`src/rtl/me_pkg.sv`:
```
// Shared constants and types for the motion-estimation search engine.
package me_pkg;

  localparam int N         = 46;
  localparam int M         = 16;
  localparam int RANGE     = (N - M) / 2;
  localparam int CW        = 6;
  localparam int SAE_W     = 32;
  localparam int NUM_CANDS = (2 * RANGE + 1) * (2 * RANGE + 1);
  localparam int CNT_W     = $clog2(NUM_CANDS + 1);

  typedef enum logic [1:0] {
    ST_IDLE   = 2'd0,
    ST_ISSUE  = 2'd1,
    ST_WAIT   = 2'd2,
    ST_FINISH = 2'd3
  } state_t;

  typedef struct packed {
    logic signed [CW-1:0] dx;
    logic signed [CW-1:0] dy;
  } mv_t;

endpackage

```
`src/rtl/mv_raster_counter.sv`:
```
// Raster-order candidate vector generator over the +/-RANGE window; dx runs fastest.
module mv_raster_counter
  import me_pkg::*;
(
  input  logic clk,
  input  logic rst_n,
  input  logic init,
  input  logic advance,
  output mv_t  mv,
  output logic isLast
);

  localparam logic signed [CW-1:0] MV_MAX = CW'(RANGE);
  localparam logic signed [CW-1:0] MV_MIN = -MV_MAX;
  localparam logic signed [CW-1:0] MV_ONE = CW'(1);

  always_ff @(posedge clk or negedge rst_n) begin
    if (!rst_n) begin
      mv <= '0;
    end else if (init) begin
      mv.dx <= MV_MIN;
      mv.dy <= MV_MIN;
    end else if (advance) begin
      if (mv.dx == MV_MAX) begin
        mv.dx <= MV_MIN;
        mv.dy <= mv.dy + MV_ONE;
      end else begin
        mv.dx <= mv.dx + MV_ONE;
      end
    end
  end

  assign isLast = (mv.dx == MV_MAX) && (mv.dy == MV_MAX);

endmodule

```
`src/rtl/me_search_scheduler.sv`:
```
// Sweeps every candidate vector through the shared SAE datapath and keeps the minimum.
//   state     | meaning
//   ST_IDLE   | waiting for start; best_* hold the last completed sweep
//   ST_ISSUE  | candidate offered on cand_valid until cand_ready
//   ST_WAIT   | one result outstanding, waiting for sae_valid
//   ST_FINISH | sweep complete, done pulse
module me_search_scheduler
  import me_pkg::*;
(
  input  logic                    clk,
  input  logic                    rst_n,
  input  logic                    start,
  input  logic                    abort,
  output logic                    busy,
  output logic                    done,
  output logic                    cand_valid,
  input  logic                    cand_ready,
  output logic signed [CW-1:0]    cand_dx,
  output logic signed [CW-1:0]    cand_dy,
  input  logic                    sae_valid,
  input  logic [SAE_W-1:0]        sae,
  output logic signed [CW-1:0]    best_dx,
  output logic signed [CW-1:0]    best_dy,
  output logic [SAE_W-1:0]        best_sae,
  output logic [CNT_W-1:0]        cand_count
);

  state_t           state, stateNext;
  mv_t              candMv, minMv;
  logic [SAE_W-1:0] minSae;
  logic             haveMin;
  logic             isLast, init, advance, resultTake, better;

  assign init       = (state == ST_IDLE) && start;
  assign resultTake = (state == ST_WAIT) && sae_valid && !abort;
  assign advance    = resultTake && !isLast;
  assign better     = !haveMin || (sae < minSae);

  mv_raster_counter uRaster (
    .clk    (clk),
    .rst_n  (rst_n),
    .init   (init),
    .advance(advance),
    .mv     (candMv),
    .isLast (isLast)
  );

  always_comb begin
    stateNext = state;
    case (state)
      ST_IDLE:   if (start) stateNext = ST_ISSUE;
      ST_ISSUE:  if (cand_ready) stateNext = ST_WAIT;
      ST_WAIT:   if (sae_valid) stateNext = isLast ? ST_FINISH : ST_ISSUE;
      ST_FINISH: stateNext = ST_IDLE;
      default:   stateNext = ST_IDLE;
    endcase
    if (abort && (state != ST_IDLE)) stateNext = ST_IDLE;
  end

  always_ff @(posedge clk or negedge rst_n) begin
    if (!rst_n) begin
      state      <= ST_IDLE;
      cand_count <= '0;
      minSae     <= '0;
      minMv      <= '0;
      haveMin    <= 1'b0;
    end else begin
      state <= stateNext;
      if (init) begin
        cand_count <= '0;
        haveMin    <= 1'b0;
      end else if (resultTake) begin
        cand_count <= cand_count + CNT_W'(1);
        if (better) begin
          minSae  <= sae;
          minMv   <= candMv;
          haveMin <= 1'b1;
        end
      end
    end
  end

  // Published on the final result edge so best_* are already valid in the done cycle.
  always_ff @(posedge clk or negedge rst_n) begin
    if (!rst_n) begin
      best_sae <= '0;
      best_dx  <= '0;
      best_dy  <= '0;
    end else if (resultTake && isLast) begin
      best_sae <= better ? sae       : minSae;
      best_dx  <= better ? candMv.dx : minMv.dx;
      best_dy  <= better ? candMv.dy : minMv.dy;
    end
  end

  assign busy       = (state != ST_IDLE);
  assign done       = (state == ST_FINISH);
  assign cand_valid = (state == ST_ISSUE);
  assign cand_dx    = candMv.dx;
  assign cand_dy    = candMv.dy;

endmodule

```
`config.mk`:
```
export PLATFORM = sky130hd
export DESIGN_NAME = me_search_scheduler
export DESIGN_NICKNAME = d
export VERILOG_FILES = /design/src/rtl/me_pkg.sv /design/src/rtl/mv_raster_counter.sv /design/src/rtl/me_search_scheduler.sv
export SDC_FILE = /design/constraint.sdc
export NUM_CORES = 1
export LEC_CHECK = 0
export ABC_AREA = 1
export CAP_MARGIN = 20
export CORE_MARGIN = 2
export CORE_UTILIZATION = 39
export DETAILED_ROUTE_END_ITERATION = 10
export GPL_TIMING_DRIVEN = 0
export PLACE_DENSITY_LB_ADDON = 0.3
export REMOVE_ABC_BUFFERS = 1
export SYNTH_ARGS = -nofsm -noshare
export SYNTH_HDL_FRONTEND = slang
export SYNTH_SLANG_ARGS = --single-unit
```
`constraint.sdc`:
```
create_clock -name clk -period 2.4 [get_ports clk]
set_input_delay 0.6 -clock clk [delete_from_list [all_inputs] [get_ports clk]]
set_output_delay 0.6 -clock clk [all_outputs]
set_load 0.05 [all_outputs]
```
==> results.cfg, run 1 <==
[die]
start_util_pct = 39.6
coreArea_um2 = 15100
fp-row-count = 45
die_area_um2 = 16300
ioPinCount = 107
fp.dieH_um = 128
die_w_um = 128

[route]
drtIter0Drc = 346
ant_nets = 0
avgViaCountPerCell = 5.11
drc = 0
first_pass_iters = 5
vias = 5555
wl_um = 17600
routedWlPerCell_um = 16.2

[sta]
fmax_mhz = 425
finalCritPeriodShare_pct = 97.9
worst_hold_slack_ps = 76.8
relSlewSlack_pct = 62.4
setup_violations = 0
finalCriticalPeriod_ps = 2350
fin_ws_ps = 49.4
hold_viol_final = 0
drv_slew = 0
worstMarginPinSlew_ps = 562
rsz0062_at_grt = yes
skew_ps = 7.47

[cts]
clk_latency_ps = 420
cts_buffer_depth = 2
path_clk_slew_ps = 60
cts_max_level = 4
cts_buffers = 17
cts.sinks = 113
cts_tree = done
clock-root-buffer = clkbuf_16

[cells_and_area]
area_growth_syn_to_layout_pct = 42.3
drive_above_1_share_pct = 12.9
stdcell_count = 1088
final_area_um2 = 8490
diodes = 0
fin_util_pct = 56.3
fin_nets = 960

[yosys]
ys_warn_count = 0
yosysTopAreaCell = dfrtp_1
synth.distinct_cells = 32
syn_inst = 757
yosysMostFrequentCell = nand2_1
synth_seq_cells = 113
synthTopCellsByArea = dfrtp_1 47%, nand2_1 14%, nand3_1 8.5%
synth.cells.most_frequent = 216 x nand2_1, 115 x inv_1, 113 x dfrtp_1
async_flop_share_pct = 100
synth_top_area_share_pct = 47.4
synth_top_flop_cell = dfrtp_1
synth_edf_count = 0
syn_area_per_cell_um2 = 7.88
syn-cell-area_um2 = 5970
synth.yosys.seq_area_share_pct = 47.4

[worst_setup_path]
critPathCapture = best_sae[8]
critPathKind = primary input to register
cp_cell_sequence = clkdlybuf4s50_1 -> ha_1 -> a21oi_1 -> o21ai_1 -> a21oi_2 -> nand2_2 -> nand2_4 -> nand2_8 -> nand2_8 -> buf_12 -> nand2_1 -> nand3_1 -> nand2_1
cp_max_fo = 8
arrival_ps = 2660
r2r-end = best_sae[8]
required_ps = 2710
cp-start-kind = primary input
cp-startpoint = sae[11]
worstReg2RegStart = minSae[29]
slowest_stage = clkdlybuf4s50_1
critical-path-max-stage-delay_ps = 450
ff2ff_setup_slack_ps = 130
crit_path_end_kind = register
reg2regPathDepth = 14

[placed_design]
gp_congestion = 0.731
hpwl_um = 8990
dpl_cell_area_um2 = 7150
dp_slack_ps = -2100
io_buffers = 106
placed_cells = 1020

[power_and_ir_drop]
cellLeakagePower_nw = 4.35
power_density_nw_per_um2 = 1020
peakVddDrop_mv = 0.621

[grt]
grt_pass1_wl_um = 28100
antenna_found_initial = 0
grt_pass1_vias = 5393
grt_start_max_net_pins = 78
grt_usage_pct = 22.4
grt_overflow_total = 0

[outcome]
outcome = completed

[hold_path]
hp-class = primary input to asynchronous set/reset pin

[run]
maxCapViolCount = 0
==> per-stage QoR <==
| stage | TNS, ps | power, W |
|---|---|---|
| 2_1_floorplan | -50570 | 0.00440 |
| 3_3_place_gp | -617020 | 0.00516 |
| 3_5_place_dp | -151790 | 0.00522 |
| 4_1_cts | 0 | 0.00825 |
| 5_1_grt | -52.5 | 0.00923 |
| 6_report | 0 | 0.00865 |
==> cell families after synthesis <==
logic type / Yosys count / synth area share [%]
AOI/OAI and AO/OA: 97 / 8.53
xor gates and xnor gates: 1 / 0.147
adders and majority gates: 34 / 7.13
buffers and inverters: 154 / 10.5
DFF: 113 / 47.4
muxes: 3 / 0.503
and+or+nand+nor: 355 / 25.8
==> critical path, delay by kind of cell <==
kind            cells  cell delay, ps
compound gates      3             390
fa+ha+maj           1             320
buf+inv             2             590
simple gates        7             740
==> cell type report <==
class | count | area [um2]
tap | 188 | 235
timing repair inverter | 1 | 8.76
clock buffer | 26 | 519
sequential | 113 | 2830
multi-input combinational | 507 | 3040
clock inverter | 5 | 50.0
inverter | 121 | 470
timing repair buffer | 127 | 1340
fill | 1394 | 6600
==> metal layers <==
metal	global-route usage [%]	up-vias	part of all wire, %
met3	5.22	27	5.6
met5	0	-	0
met4	7.50	0	1.9
li1	-	2715	-
met1	29.6	2649	46
met2	36.3	164	47
==> registers in the layout (all words and copies together), names as in the netlist <==
register,count
best_dx,6
best_dy,6
best_sae,32
cand_count,10
haveMin,1
minMv,12
minSae,32
state,2
uRaster.mv,12
==> cell usage in the layout, fill, tap and decap left out, types with 7 or more instances in the layout <==
master,netlist,final
nand2_8,0,16
buf_4,3,13
dlymetal6s2s_1,0,15
a21oi_2,0,7
dfrtp_1,113,112
inv_1,115,115
a21oi_1,26,19
nand2_2,3,9
o21ai_1,10,15
ha_4,0,8
o21ai_0,51,45
ha_1,34,25
clkdlybuf4s50_1,0,82
nand2_1,216,208
clkbuf_16,0,17
nor2_1,15,14
nand3_1,101,98
==> where the power goes <==
group	internal [W]	switching [W]	total, W
Sequential	0.00234	0.000277	0.00262
Combinational	0.00126	0.00233	0.00358
Clock	0.00157	0.000870	0.00244
Total	0.00517	0.00347	0.00865
==> repair_timing <==
item | CTS | global route
resized for setup | 33 | 57
endpoints found under the setup margin | 91 | 96
gates cloned | 13 | 5
buffers inserted | 15 | 3
hold buffers | 0 | 0
pin swaps | 19 | 22
==> worst min path at each step <==
| stage | startpoint | endpoint | slack (ps) | depth (start not counted) |
|---|---|---|---|---|
| after floorplan | rst_n | best_dx[0] | 300 | 0 |
| after global placement | minMv[4] | minMv[4] | 460 | 2 |
| after detailed placement | minMv[4] | minMv[4] | 460 | 2 |
| after CTS | rst_n | best_sae[13] | 80 | 1 |
| after global routing | rst_n | best_sae[13] | 110 | 1 |
| final | rst_n | best_sae[13] | 80 | 1 |
No activity file was read; power rests on OpenSTA's default activity.
==> run 2: changes to the inputs <==
- RECOVER_POWER: default -> 25
==> results.cfg, run 2 (same netlist as run 1, synthesis figures left out) <==
[route]
routedWlPerCell_um = 16.2
avgViaCountPerCell = 5.11
vias = 5555
first_pass_iters = 5
drc = 0
drtIter0Drc = 346
ant_nets = 0
wl_um = 17600

[cells_and_area]
area_growth_syn_to_layout_pct = 42.2
final_area_um2 = 8490
fin_util_pct = 56.3
final_cell_mix = 208 x nand2_1, 115 x inv_1, 112 x dfrtp_1
top_regs = best_sae x32, minSae x32
fin_nets = 960
diodes = 0
layout_commonest_cell = nand2_1
drive_above_1_share_pct = 12.9

[cts]
cts_buffer_depth = 2
cts.sinks = 113
cts_buffers = 17
clock-root-buffer = clkbuf_16
cts_tree = done
path_clk_slew_ps = 60
clk_latency_ps = 420
cts_max_level = 4

[sta]
finalCriticalPeriod_ps = 2350
relSlewSlack_pct = 30.6
hold_viol_final = 0
worstMarginPinSlew_ps = 1040
setup_violations = 0
rsz0062_at_grt = yes
drv_slew = 0
fmax_mhz = 425
finalCritPeriodShare_pct = 97.9
worst_hold_slack_ps = 351
skew_ps = 7.32

[worst_setup_path]
critPathKind = primary input to register
cp_cell_sequence = clkdlybuf4s50_1 -> ha_1 -> a21oi_1 -> o21ai_1 -> a21oi_2 -> nand2_2 -> nand2_4 -> nand2_8 -> nand2_8 -> buf_12 -> nand2_1 -> nand3_1 -> nand2_1
cp-start-kind = primary input
crit_path_end_kind = register
required_ps = 2710
critical-path-max-stage-delay_ps = 450
slowest_stage = clkdlybuf4s50_1
cp_max_fo = 8
arrival_ps = 2660
ff2ff_setup_slack_ps = 130

[power_and_ir_drop]
peakVddDrop_mv = 0.621
power_density_nw_per_um2 = 1020
power_switching_w = 0.00347
internal-power_w = 0.00517
cellLeakagePower_nw = 4.35
pwr-share-seq_pct = 30.3
swShare_pct = 40.2
combPwrFrac_pct = 41.4
power_frac_clock_pct = 28.3

[die]
die_area_um2 = 16300
fp.dieH_um = 128
ioPinCount = 107
coreArea_um2 = 15100
die_w_um = 128
start_util_pct = 39.6
fp-row-count = 45

[grt]
grt_pass1_vias = 5393
grt_pass1_wl_um = 28100
grt_start_max_net_pins = 78
antenna_found_initial = 0
grt_usage_pct = 22.4
grt_overflow_total = 0

[outcome]
outcome = completed

[placed_design]
gp_congestion = 0.731
io_buffers = 106
hpwl_um = 8990
dpl_cell_area_um2 = 7150

[run]
maxCapViolCount = 0

[hold_path]
hp-class = primary input to asynchronous set/reset pin
run 2: repair_timing:
action | CTS | global route
gates resized for setup | 33 | 57
hold buffers | 0 | 0
setup endpoints to repair | 91 | 96
gates cloned | 13 | 5
setup buffers | 15 | 3
pin swaps | 19 | 22
run 2: power groups by stage:
stage	registers, W	logic [W]	clock network, W
6_report	0.00262	0.00358	0.00244
5_1_grt	0.00268	0.00400	0.00256
4_1_cts	0.00271	0.00307	0.00247
3_5_place_dp	0.00271	0.00251	0
3_3_place_gp	0.00270	0.00246	0
2_1_floorplan	0.00280	0.00160	0
run 2: final timing paths:
| check | from | end | cells past startpoint |
|---|---|---|---|
| setup / recovery | sae[11] | best_sae[8] | 13 |
| hold / removal | rst_n | best_sae[13] | 1 |
| setup reg to reg | minSae[29] | best_sae[8] | 14 |
| hold reg to reg | minMv[4] | minMv[4] | 2 |
| max in group asynchronous | rst_n | minSae[20] | 2 |
| min in group clk | minMv[4] | minMv[4] | 2 |
run 2: layout make-up:
class / count / area [um2]
Fill cell: 1393 / 6600
Multi-Input combinational cell: 507 / 3040
Sequential cell: 113 / 2830
Timing Repair Buffer: 127 / 1340
Clock buffer: 26 / 519
Inverter: 121 / 470
Tap cell: 188 / 235
Clock inverter: 5 / 50.0
Timing Repair inverter: 1 / 8.76
run 2: worst max-delay path, delay by kind of cell:
| kind | cells | cell delay [ps] |
|---|---|---|
| buf+inv | 2 | 590 |
| fa+ha+maj | 1 | 320 |
| compound gates | 3 | 390 |
| simple gates | 7 | 740 |
run 2: through the flow:
step / setup slack, ps / total power, W / std cells / setup TNS, ps
floorplan: -646 / 0.00440 / 724 / -50570
global placement: -3920 / 0.00516 / 1018 / -617020
detailed placement: -2100 / 0.00522 / 1020 / -151790
CTS: 0.0646 / 0.00825 / 1079 / 0
global route: -12.3 / 0.00923 / 1088 / -52.5
finish: 49.4 / 0.00864 / 1088 / 0
run 2: metal layers:
metal | global-route usage [%] | part of all wire (%) | wire length, um
met1 | 29.6 | 46 | 8130
met2 | 36.3 | 47 | 8220
met3 | 5.22 | 5.3 | 943
met4 | 7.50 | 1.9 | 336
met5 | 0 | 0 | 0
==> run 3: changes to the inputs <==
- CAP_MARGIN: 20 -> default
==> results.cfg, run 3 (same netlist as run 1, synthesis figures left out) <==
[worst_setup_path]
cp-startpoint = sae[21]
required_ps = 2710
r2r-end = best_sae[8]
arrival_ps = 2650
cp-start-kind = primary input
critPathKind = primary input to register
cp_max_fo = 8
critPathCapture = best_sae[8]
crit_path_end_kind = register
ff2ff_setup_slack_ps = 70
reg2regPathDepth = 14
worstReg2RegStart = minSae[29]

[cts]
clock-root-buffer = clkbuf_16
cts_max_level = 4
clk_latency_ps = 420
path_clk_slew_ps = 50
cts_tree = done
cts.sinks = 113
cts_buffers = 17
cts_buffer_depth = 2
hold_buffers = 0

[route]
ant_nets = 0
wl_um = 17800
routedWlPerCell_um = 16.4
drtIter0Drc = 414
drc = 0
vias = 5548
avgViaCountPerCell = 5.11
first_pass_iters = 5

[placed_design]
gp_congestion = 0.731
hpwl_um = 8990
io_buffers = 106

[die]
die_w_um = 128
ioPinCount = 107
start_util_pct = 39.6
die_area_um2 = 16300
fp.dieH_um = 128
coreArea_um2 = 15100
fp-row-count = 45

[cells_and_area]
final_cell_mix = 205 x nand2_1, 114 x inv_1, 112 x dfrtp_1
area_growth_syn_to_layout_pct = 43.1
fin_nets = 958
top_regs = best_sae x32, minSae x32
fin_util_pct = 56.6
multi_input_area_um2 = 3110
nFillCells = 1392
layout_commonest_cell = nand2_1
drive_above_1_share_pct = 13.3
ff_latch_area_um2 = 2830
diodes = 0

[grt]
antenna_found_initial = 0
grt_overflow_total = 0
grt_pass1_wl_um = 28100
grt_usage_pct = 22.4
grt_pass1_vias = 5393
grt_start_max_net_pins = 78

[sta]
finalCritPeriodShare_pct = 97.5
fmax_mhz = 427
finalCriticalPeriod_ps = 2340
drv_slew = 0
skew_ps = 6.04
setup_violations = 0
hold_viol_final = 0
setup_tns_ps = 0
relSlewSlack_pct = 9.45
worstMarginPinSlew_ps = 1360

[power_and_ir_drop]
peakVddDrop_mv = 0.631
cellLeakagePower_nw = 4.41
p_total_w = 0.00871
power_density_nw_per_um2 = 1020

[outcome]
outcome = completed

[hold_path]
hp-class = primary input to asynchronous set/reset pin

[run]
maxCapViolCount = 0
[run 3: worst min path at each step]
stage	start	to	slack, ps	cells after the start
2_1_floorplan	rst_n	best_dx[0]	300	0
3_3_place_gp	minMv[4]	minMv[4]	460	2
3_5_place_dp	minMv[4]	minMv[4]	460	2
4_1_cts	rst_n	best_sae[13]	80	1
5_1_grt	rst_n	best_sae[13]	440	1
6_report	rst_n	best_sae[13]	360	1
[run 3: area by class of cell]
class	instances	area share, %
clock inverter	5	0.586
timing repair buffer	124	15.5
clock buffer	26	6.08
sequential	113	33.1
multi-input combinational	509	36.4
inverter	121	5.51
tap	188	2.75
[run 3: where the power goes]
| part | total (W) | internal (W) | switching (W) |
|---|---|---|---|
| Combinational | 0.00352 | 0.00127 | 0.00225 |
| Clock | 0.00244 | 0.00157 | 0.000870 |
| Sequential | 0.00274 | 0.00234 | 0.000402 |
[run 3: per-stage QoR]
stage	instance area [um2]	hold WS, ps	std cells	setup slack (ps)
3_5_place_dp	7150	460	1020	-2100
3_3_place_gp	7090	459	1018	-3920
6_report	8540	356	1086	60.1
5_1_grt	8540	439	1086	-13.6
2_1_floorplan	5800	304	724	-646
4_1_cts	8140	76.2	1079	0.0646
[run 3: worst max-delay path: stages]
cell             delay [ps]
clkdlybuf4s50_1         540
ha_4                    230
a21oi_2                 140
o21a_1                  170
a21oi_4                  70
nor2_4                  190
nand2_8                 150
nand2_8                 180
buf_12                  160
nand2_1                  50
nand3_1                  80
nand2_1                  60
[run 3: layer usage]
metal / wire, um / up-vias / share of wire, % / track usage [%]
met2: 8400 / 160 / 47 / 36.3
met1: 8100 / 2650 / 46 / 29.6
li1: - / 2713 / - / -
met4: 291 / 0 / 1.6 / 7.50
met3: 979 / 25 / 5.5 / 5.22
met5: 0 / - / 0 / 0
[run 3: timing repair]
action                     4_1_cts  5_1_grt
setup endpoints to repair       91       96
pin swaps                       19       38
gates cloned                    13        6
setup buffers                   15        1
resized for setup               33       73
==> RTL change: new RTL, config.mk and constraints of run 1 <==
`SAE_W`: 32 -> 40.
--- a/src/rtl/me_pkg.sv
+++ b/src/rtl/me_pkg.sv
@@ -7,3 +7,3 @@
   localparam int CW        = 6;
-  localparam int SAE_W     = 32;
+  localparam int SAE_W     = 40;
   localparam int NUM_CANDS = (2 * RANGE + 1) * (2 * RANGE + 1);
Interface: changed (resized best_sae and sae); port bits go from 107 to 123. The function was not compared with the original's and may differ.
==> RTL change against run 1 <==
The run now ends with negative setup slack left. Setup slack lost 51 ps. Critical path depth is 6 higher. Wire length is 28% higher. Cell area grew 21%. Critical endpoint is now minSae[31]$_DFFE_PN0P_. Critical path type is now register to register. Sequential cell count rose by 16. Area after synthesis is 17% higher. Largest cell class unchanged. Sequential share of layout area fell by 1.9 points. Highest routed layer unchanged. Power increased by 19%.
==> RTL change: results (changes against run 1) <==
status=complete, but fails checks (was finished, final reports clean); Iteration-0 DRC Markers=417 (was 346); final setup vio count=2 (was 0); Setup Total Neg Slack=-2.50 ps (was 0 ps); clock skew=9.46 ps (was 7.47 ps); Arrival @ worst endpoint=2710 ps (was 2660 ps); Net Sw Frac=0.402 (about the same); Worst R2R Start=minSae[9]$_DFFE_PN0P_ (was minSae[29]$_DFFE_PN0P_); area leader, netlist=dfrtp_1 (unchanged); filler cell count=1526 (was 1394); top flop regs=best_sae (40), minSae (40) (was best_sae (32), minSae (32)); Cell variety after synth=30 (was 32); fraction of layout cells with a size suffix above 1=0.205 (was 0.129); fin worst setup slack=-1.79 ps (was 49.4 ps); CTS clk-pin slew, worst paths=60 ps (about the same); Worst Reg-to-Reg Cells=19 (was 14); reg2reg end=minSae[31]$_DFFE_PN0P_ (was best_sae[8]$_DFFE_PN0P_); vias in the first global route=6513 (was 5393); port buffer count=122 (was 106); Skew-Pair Late Insertion Delay=420 ps (about the same); final net count=1147 (was 960); commonest cells in the netlist=272 x nand2_1, 136 x inv_1, 129 x dfrtp_1 (was 216 x nand2_1, 115 x inv_1, 113 x dfrtp_1); first-pass GRT wire length=34400 µm (was 28100 µm); register area share after synthesis=0.464 (was 0.474); Worst Tran Pin Value=848 ps (was 562 ps); largest net degree at the start of global routing=75 (was 78); worst hold slack=219 ps (was 76.8 ps); Via Count=6755 (was 5555); comb pwr=4.41 mW (was 3.58 mW); Power Clock=2.82 mW (was 2.44 mW); DRT Wirelength=22600 µm (was 17600 µm); failing checks=negative setup slack
[RTL change: cell types whose count changed in the layout (fill, tap and decap cells not counted), sizes merged, moves of 16 or more]
cell	delta
nor2	+21
inv	+23
nand3	+18
nand2	+51
buf	+18
dfrtp	+16
[RTL change: stage by stage]
| stage | instances | total power, mW | util | cell area [µm²] | setup slack, ps |
|---|---|---|---|---|---|
| after floorplan | 862 | 4.97 | - | 6720 | -1510 |
| after global placement | 1209 | 5.85 | 0.474 | 8230 | -4690 |
| after detailed placement | 1214 | 6.01 | 0.481 | 8350 | -2210 |
| after CTS | 1280 | 9.58 | 0.555 | 9640 | -20.0 |
| after global routing | 1297 | 10.9 | 0.592 | 10300 | -108 |
| final | 1297 | 10.3 | 0.592 | 10300 | -1.79 |
[RTL change: worst max-delay path: stages (launching register included)]
cell and delay, ps:
dfrtp_1 390, inv_2 80, ha_4 200, nand2_2 80
nand2_2 70, nand2_1 80, nand2_1 60, nand2_1 100
nand2_2 90, nand2_2 80, nand2_2 70, nand2_4 90
nand3_4 90, buf_12 150, nand2_8 80, buf_16 140
buf_16 170, nand2_8 110, nand2_2 100, o21ai_2 50
[RTL change: logic make-up after synthesis]
group / after synthesis / synth area share
and+or+nand+nor: 448 / 0.273
buffers and inverters: 177 / 0.110
DFF: 129 / 0.464
AOI/OAI and AO/OA: 104 / 0.0783
adders and majority gates: 42 / 0.0755
[RTL change: worst max path at each step]
stage / startpoint / end / slack [ps] / depth (start not counted)
finish: minSae[9]$_DFFE_PN0P_ / minSae[31]$_DFFE_PN0P_ / -2 / 19
global route: minSae[14]$_DFFE_PN0P_ / minSae[1]$_DFFE_PN0P_ / -110 / 18
CTS: sae[39] / minSae[3]$_DFFE_PN0P_ / -20 / 18
detailed placement: sae[39] / minSae[16]$_DFFE_PN0P_ / -2210 / 15
global placement: rst_n / cand_count[3]$_DFFE_PN0P_ / -4690 / 1
floorplan: uRaster.mv[7]$_DFFE_PN0P_ / best_dx[2]$_DFFE_PN0P_ / -1510 / 8
[RTL change: area by class of cell]
| cell class | count | area (µm²) | area share |
|---|---|---|---|
| clock buffer | 17 | 425 | 0.0414 |
| tap | 225 | 282 | 0.0274 |
| inverter | 139 | 551 | 0.0536 |
| multi-input combinational | 609 | 3800 | 0.370 |
| timing repair buffer | 162 | 1770 | 0.172 |
| timing repair inverter | 1 | 11.3 | 0.00110 |
| sequential | 129 | 3230 | 0.314 |
| clock inverter | 15 | 208 | 0.0202 |
[RTL change: what timing repair did]
item	4_1_cts	5_1_grt
gates resized for setup	82	138
endpoints found under the setup margin	105	103
setup buffers	16	17
cloned	18	2
pin swaps	46	50
[RTL change: metal layers]
metal,global-route usage,part of all wire
met2,0.383,0.46
met4,0.0991,0.031
met3,0.0559,0.070
met5,0,0
met1,0.308,0.44
